<file path="src/rtl/bios_watchdog_if.sv">
// BIOS watchdog register bus: write strobe and register contents in,
// status, flash select and platform reset request out.
interface bios_watchdog_if;
    logic       WriteBiosWD;
    logic [7:0] BiosRegister;
    logic [2:0] BiosStatus;
    logic       BiosSel;
    logic       RstReq;

    modport master (
        output WriteBiosWD,
        output BiosRegister,
        input  BiosStatus,
        input  BiosSel,
        input  RstReq
    );

    modport slave (
        input  WriteBiosWD,
        input  BiosRegister,
        output BiosStatus,
        output BiosSel,
        output RstReq
    );
endinterface

</file>
<file path="src/rtl/bios_watchdog.sv">
// BIOS boot watchdog: counts ms ticks while BIOS runs, swaps flash
// and requests a platform reset on expiry, halts after repeated failures.
module bios_watchdog #(
    parameter int          PRESCALE   = 33000,
    parameter logic [15:0] BASE_TICKS = 16'd1000,
    parameter int          RST_LEN    = 8,
    parameter int          MAX_FAIL   = 2
) (
    input  logic           LpcClock,
    input  logic           PciReset,
    bios_watchdog_if.slave bus
);

    localparam int PW = (PRESCALE > 1) ? $clog2(PRESCALE) : 1;
    localparam int RW = (RST_LEN > 1) ? $clog2(RST_LEN) : 1;
    localparam logic [PW-1:0] PRE_LAST = PW'(PRESCALE - 1);
    localparam logic [RW-1:0] RST_LAST = RW'(RST_LEN - 1);

    typedef enum logic [2:0] {
        S_IDLE,
        S_RUN,
        S_EXPIRE,
        S_DONE,
        S_HALT
    } state_t;

    state_t        r_state;
    logic          r_wrd;
    logic [PW-1:0] r_pre;
    logic [15:0]   r_cnt;
    logic [1:0]    r_sel;
    logic [1:0]    r_fail;
    logic          r_bsel;
    logic          r_to;
    logic          r_rst;
    logic [RW-1:0] r_rcnt;
    logic [2:0]    r_status;

    state_t        w_nstate;
    logic [PW-1:0] w_npre;
    logic [15:0]   w_ncnt;
    logic [1:0]    w_nsel;
    logic [1:0]    w_nfail;
    logic          w_nbsel;
    logic          w_nto;
    logic          w_nrst;
    logic [RW-1:0] w_nrcnt;

    logic          w_en;
    logic          w_done;
    logic          w_kick;
    logic [1:0]    w_tsel;
    logic          w_tick;
    logic [15:0]   w_load;

    // Register contents settle one cycle after the strobe, so decode on r_wrd.
    assign w_en   = bus.BiosRegister[7];
    assign w_done = bus.BiosRegister[6];
    assign w_tsel = bus.BiosRegister[5:4];
    assign w_kick = bus.BiosRegister[0];
    assign w_tick = (r_pre == PRE_LAST);
    assign w_load = BASE_TICKS << w_tsel;

    always_ff @(posedge LpcClock) begin
        if (PciReset) begin
            r_state <= S_IDLE;
        end else begin
            r_state <= w_nstate;
        end
    end

    always_comb begin
        w_nstate = r_state;
        w_npre   = r_pre;
        w_ncnt   = r_cnt;
        w_nsel   = r_sel;
        w_nfail  = r_fail;
        w_nbsel  = r_bsel;
        w_nto    = r_to;
        w_nrst   = 1'b0;
        w_nrcnt  = r_rcnt;
        unique case (r_state)
            S_IDLE: begin
                w_npre = '0;
                w_ncnt = '0;
                if (r_wrd) begin
                    if (w_done) begin
                        w_nstate = S_DONE;
                    end else if (w_en) begin
                        w_nstate = S_RUN;
                        w_ncnt   = w_load;
                        w_nsel   = w_tsel;
                    end
                end
            end
            S_RUN: begin
                if (r_cnt == 16'd0) begin
                    w_nstate = S_EXPIRE;
                end else if (w_tick) begin
                    w_npre = '0;
                    w_ncnt = r_cnt - 16'd1;
                    if (r_cnt == 16'd1) begin
                        w_nstate = S_EXPIRE;
                    end
                end else begin
                    w_npre = r_pre + PW'(1);
                end
                // A write overrides the countdown, so a kick on the last tick wins.
                if (r_wrd) begin
                    if (w_done) begin
                        w_nstate = S_DONE;
                        w_npre   = '0;
                        w_ncnt   = '0;
                    end else if (!w_en) begin
                        w_nstate = S_IDLE;
                        w_npre   = '0;
                        w_ncnt   = '0;
                    end else if (w_kick || (w_tsel != r_sel)) begin
                        w_nstate = S_RUN;
                        w_npre   = '0;
                        w_ncnt   = w_load;
                        w_nsel   = w_tsel;
                    end
                end
                if (w_nstate == S_EXPIRE) begin
                    w_nbsel = ~r_bsel;
                    w_nto   = 1'b1;
                    w_nfail = (r_fail == 2'b11) ? r_fail : r_fail + 2'd1;
                    w_nrst  = 1'b1;
                    w_nrcnt = '0;
                    w_npre  = '0;
                    w_ncnt  = '0;
                end
            end
            S_EXPIRE: begin
                if (r_rcnt == RST_LAST) begin
                    w_nstate = (32'(r_fail) >= MAX_FAIL) ? S_HALT : S_IDLE;
                end else begin
                    w_nrst  = 1'b1;
                    w_nrcnt = r_rcnt + RW'(1);
                end
            end
            S_DONE: begin
                w_nstate = S_DONE;
            end
            S_HALT: begin
                w_nstate = S_HALT;
            end
            default: begin
                w_nstate = S_IDLE;
            end
        endcase
    end

    always_ff @(posedge LpcClock) begin
        if (PciReset) begin
            r_wrd    <= 1'b0;
            r_pre    <= '0;
            r_cnt    <= '0;
            r_sel    <= '0;
            r_fail   <= '0;
            r_bsel   <= 1'b0;
            r_to     <= 1'b0;
            r_rst    <= 1'b0;
            r_rcnt   <= '0;
            r_status <= 3'b000;
        end else begin
            r_wrd    <= bus.WriteBiosWD;
            r_pre    <= w_npre;
            r_cnt    <= w_ncnt;
            r_sel    <= w_nsel;
            r_fail   <= w_nfail;
            r_bsel   <= w_nbsel;
            r_to     <= w_nto;
            r_rst    <= w_nrst;
            r_rcnt   <= w_nrcnt;
            r_status <= {w_nstate == S_RUN, w_nto, w_nbsel};
        end
    end

    assign bus.BiosStatus = r_status;
    assign bus.BiosSel    = r_bsel;
    assign bus.RstReq     = r_rst;

endmodule
</file>
<file path="src/flat_wrapper.sv">
// flat-port wrapper written by rule: the top's interface ports become plain ports
module bios_watchdog_flat 
#(
    parameter int          PRESCALE   = 33000,
    parameter logic [15:0] BASE_TICKS = 16'd1000,
    parameter int          RST_LEN    = 8,
    parameter int          MAX_FAIL   = 2
)
  (LpcClock, PciReset, bus_WriteBiosWD, bus_BiosRegister, bus_BiosStatus, bus_BiosSel, bus_RstReq);
  bios_watchdog_if bus_i ();
  input  logic LpcClock;
  input  logic PciReset;
  input wire logic [$bits(bus_i.WriteBiosWD)-1:0] bus_WriteBiosWD;
  input wire logic [$bits(bus_i.BiosRegister)-1:0] bus_BiosRegister;
  output wire logic [$bits(bus_i.BiosStatus)-1:0] bus_BiosStatus;
  output wire logic [$bits(bus_i.BiosSel)-1:0] bus_BiosSel;
  output wire logic [$bits(bus_i.RstReq)-1:0] bus_RstReq;
  assign bus_i.WriteBiosWD = bus_WriteBiosWD;
  assign bus_i.BiosRegister = bus_BiosRegister;
  assign bus_BiosStatus = bus_i.BiosStatus;
  assign bus_BiosSel = bus_i.BiosSel;
  assign bus_RstReq = bus_i.RstReq;
  bios_watchdog #(.PRESCALE(PRESCALE), .BASE_TICKS(BASE_TICKS), .RST_LEN(RST_LEN), .MAX_FAIL(MAX_FAIL)) u_core (.LpcClock(LpcClock), .PciReset(PciReset), .bus(bus_i));
endmodule
</file>
<file path="config.mk">
export PLATFORM = sky130hd
export DESIGN_NAME = bios_watchdog_flat
export DESIGN_NICKNAME = d
export VERILOG_FILES = /design/src/rtl/bios_watchdog_if.sv /design/src/rtl/bios_watchdog.sv /design/src/flat_wrapper.sv
export SDC_FILE = /design/constraint.sdc
export NUM_CORES = 1
export LEC_CHECK = 0
export ABC_CLOCK_PERIOD_IN_PS = 3950
export BUFFER_PORTS_ARGS = -buffer_cell sky130_fd_sc_hd__buf_2
export CAP_MARGIN = 20
export CORE_MARGIN = 2
export CORE_UTILIZATION = 45
export DETAILED_ROUTE_END_ITERATION = 10
export GPL_TIMING_DRIVEN = 0
export SLEW_MARGIN = 20
export SYNTH_ARGS = -nofsm -noshare
export SYNTH_HDL_FRONTEND = slang
export SYNTH_SLANG_ARGS = --single-unit
</file>
<file path="constraint.sdc">
create_clock -name LpcClock -period 3.95 [get_ports LpcClock]
set_input_delay 0.395 -clock LpcClock [delete_from_list [all_inputs] [get_ports LpcClock]]
set_output_delay 0.395 -clock LpcClock [all_outputs]
set_load 0.005 [all_outputs]
</file>
==> impl_results.md <==
* Post-Syn Nets at 390
* Final HPWL DP at 5460 microns
* RSZ-0062 raised after global routing: false
* Clk pwr share at 36.9%
* Largest net degree at the start of global routing at 17
* Slew Viols, Final at 0
* CTS tree: yes
* Status: finished clean
* Register area share after synthesis at 31.69%
* Leakage at 1.145 nW
* Switching part of the total at 28.93%
* DR WL/cell at 16.10 microns
* Synth Warn # at 0
* Boundary pin count at 16
* Core area at 6350 sq um
* MaxCap Viol Count at 0
* Layout fillers at 600
* Max-slew headroom at 57.44%
* Endpoint class of the critical path: register
* Power Internal at 727.2 uW
* F_max at 0.3753 GHz
* GRT Overall Usage at 21.29%
* Die Span Y at 85.23 microns
* P_sw at 296.0 uW
* DR pass1 iterations at 4
* Ranking of synthesized cells by area: dfxtp_1 (32%), nand2_1 (5.6%), a21oi_1 (4.4%)
* Dominant synthesized flop cell: dfxtp_1
* First-pass GRT wire length at 12630 microns
* Final RePlAce weighted congestion at 0.9214
* CTS root buffer: clkbuf_8
* Drt drc at 0
* Via count at 2823
* Min Tclk post-route at 2.664 ns
* Setup TNS at 0 ns
* Synth area leader: dfxtp_1
* Synthesized flop and latch total at 47
* HP Class: primary input to register
* Postcts setup bufs at 0
* PD cells at 317.1 nW/um^2
* Area taken by multi-input logic gates at 1877 sq um
* Worst Skew at 0.01016 ns
* CP Launch Type: register
* PnR worst setup slack at 1.286 ns
* ANT cells at 0
* Logic pwr share at 15.1%
* Cts bufs inserted at 5
* Die Wd at 85.23 microns
* Worst Max-Slew Pin Slew at 0.6336 ns
* Number of I/O port buffers at 9
* DR vias/cell at 6.071
* Mapped Cells at 371
* Synth async-reset ratio at 0%
* Fin crit share at 67.45%
* Final setup vio count at 0
* Post-synth EDFFs at 0
* Num rows at 29
* Die area at 7264 sq um
* Pre-CTS setup slack at 1.344 ns
* Iteration-0 DRC Markers at 155
* Syn_area_per_cell at 8.003 sq um
* Initial Utilization at 46.76%
* Sequential Area at 940.9 sq um
* Clock Tree Buf Depth at 2
* Register share of total power at 48.0%
* Worst Setup Path Type: register to register
* Worst-Skew Late Latency at 0.31 ns
* Layout area overhead at 8.681%
* Syn Std Cell Area at 2969 sq um
* H-tree depth at 2
* Routed Antenna Nets at 0
* Num Clock Sinks at 47
* Vias in the first global route at 2609
* Initial antenna violation count at 0
* Worst Path Max Fanout at 10
* Yosys cell types at 71
* Cts repair resizes at 0
* Total Wirelength at 7486 microns
* Top cell type's share of synthesized area at 31.69%
* Critical path data required time at 4.16 ns
* Hold buffers post-CTS at 0
* Layout cell share with drive strength beyond 1 at 12.11%
* Count of final hold-check violations at 0
* Layout net count at 406
* Critical Path AT at 2.87 ns
* Max IR drop VDD at 0.1556 mV
* Grt total ovfl at 0
* Clock transition at the registers of the reported paths at 0.10 ns
-- flip-flops by register name, summed over array words and instances, names as in the netlist --
register / cells
u_core.r_pre: 16
u_core.r_fail: 2
u_core.bus.BiosStatus: 3
u_core.r_rcnt: 3
u_core.r_wrd: 1
u_core.bus.RstReq: 1
u_core.r_sel: 2
u_core.r_state: 3
u_core.r_cnt: 16
-- power groups by stage --
| stage | combinational [mW] | sequential [mW] | clock (mW) |
|---|---|---|---|
| after floorplan | 0.113 | 0.500 | 0 |
| after global placement | 0.152 | 0.502 | 0 |
| after detailed placement | 0.152 | 0.502 | 0 |
| after CTS | 0.153 | 0.491 | 0.392 |
| after global routing | 0.172 | 0.492 | 0.408 |
| final | 0.154 | 0.491 | 0.378 |
-- per-stage QoR --
step / instances / utilization [%] / hold slack, ns / power, mW / instance area (sq um)
after global placement: 457 / 48.99 / 0.4371 / 0.6534 / 3110
after CTS: 465 / 50.82 / 0.2902 / 1.036 / 3227
after detailed placement: 457 / 48.99 / 0.4366 / 0.6538 / 3110
final: 465 / 50.82 / 0.2946 / 1.023 / 3227
after floorplan: 371 / - / 0.4259 / 0.6132 / 2969
after global routing: 465 / 50.82 / 0.3121 / 1.072 / 3227
-- area by class of cell --
cell class                 instances  share of cell area, %
tap                               77                  2.986
sequential                        47                  29.16
buffer                            20                  3.063
inverter                          14                  1.629
multi-input combinational        290                  58.16
clock inverter                     3                  1.473
clock buffer                       5                  2.133
timing repair buffer               9                  1.396
-- cells by family (layout without fill, tap and decap cells) --
logic type	after synthesis	after routing	synth area share (%)
buf+inv	34	51	5.099
mux	4	4	1.391
compound gates	113	113	26.84
xor+xnor	7	7	2.318
fa+ha+maj	8	8	3.371
flops	47	47	31.69
simple gates	158	158	29.29
-- Yosys cell counts, drive strengths merged, types with 2 or more instances --
cell	n
nand4	3
or4	4
o21ai	25
a22o	3
xnor2	2
nand3	17
nand3b	2
nor3	15
inv	13
or2	3
a211oi	6
clkbuf	12
nand2	44
dfxtp	47
and4	3
mux2i	3
xor2	5
o2111a	2
nand2b	6
ha	8
or3	5
o31a	3
nor2b	3
a21oi	26
and3b	2
o41ai	2
o31ai	6
o2111ai	2
a211o	2
nor3b	2
nor4	12
buf	8
a21boi	3
o211ai	3
a311oi	6
and2	2
a41oi	2
nor4b	4
a21o	2
and3	3
nor2	25
a31oi	10
-- placed cells by master (no fill, tap or decap), types with 12 or more instances in the layout --
cell	n
dfxtp_1	47
inv_1	13
buf_2	13
o21ai_0	20
nor3_1	14
nand3_1	16
nand2_1	44
clkbuf_1	12
nor2_1	25
a21oi_1	26
-- path summary, 6_finish.rpt --
kind / from / cells after the start / slack, ns / to
worst max-delay path: u_core.r_cnt[4] / 6 / 1.29 / u_core.r_fail[0]
worst min-delay path: bus_WriteBiosWD / 2 / 0.29 / u_core.r_wrd
worst max register to register: u_core.r_cnt[4] / 6 / 1.29 / u_core.r_fail[0]
worst min register to register: u_core.bus.BiosStatus[1] / 2 / 0.45 / u_core.bus.BiosStatus[1]
-- critical path, stage by stage, from the launching register on --
cell and delay (ns):
dfxtp_1 0.38, nor3_1 0.48, nand3_1 0.38, o22ai_2 0.54, o21bai_2 0.25, nor2_1 0.18, mux2_2 0.34
-- layer usage --
| metal | global-route usage, % | part of all wire, % | vias up |
|---|---|---|---|
| li1 | - | - | 1422 |
| met1 | 29.82 | 50 | 1335 |
| met2 | 33.24 | 44 | 57 |
| met3 | 3.502 | 4.0 | 9 |
| met4 | 7.359 | 1.5 | 0 |
| met5 | 0 | 0 | - |
Power figures use the tool's default switching activity.
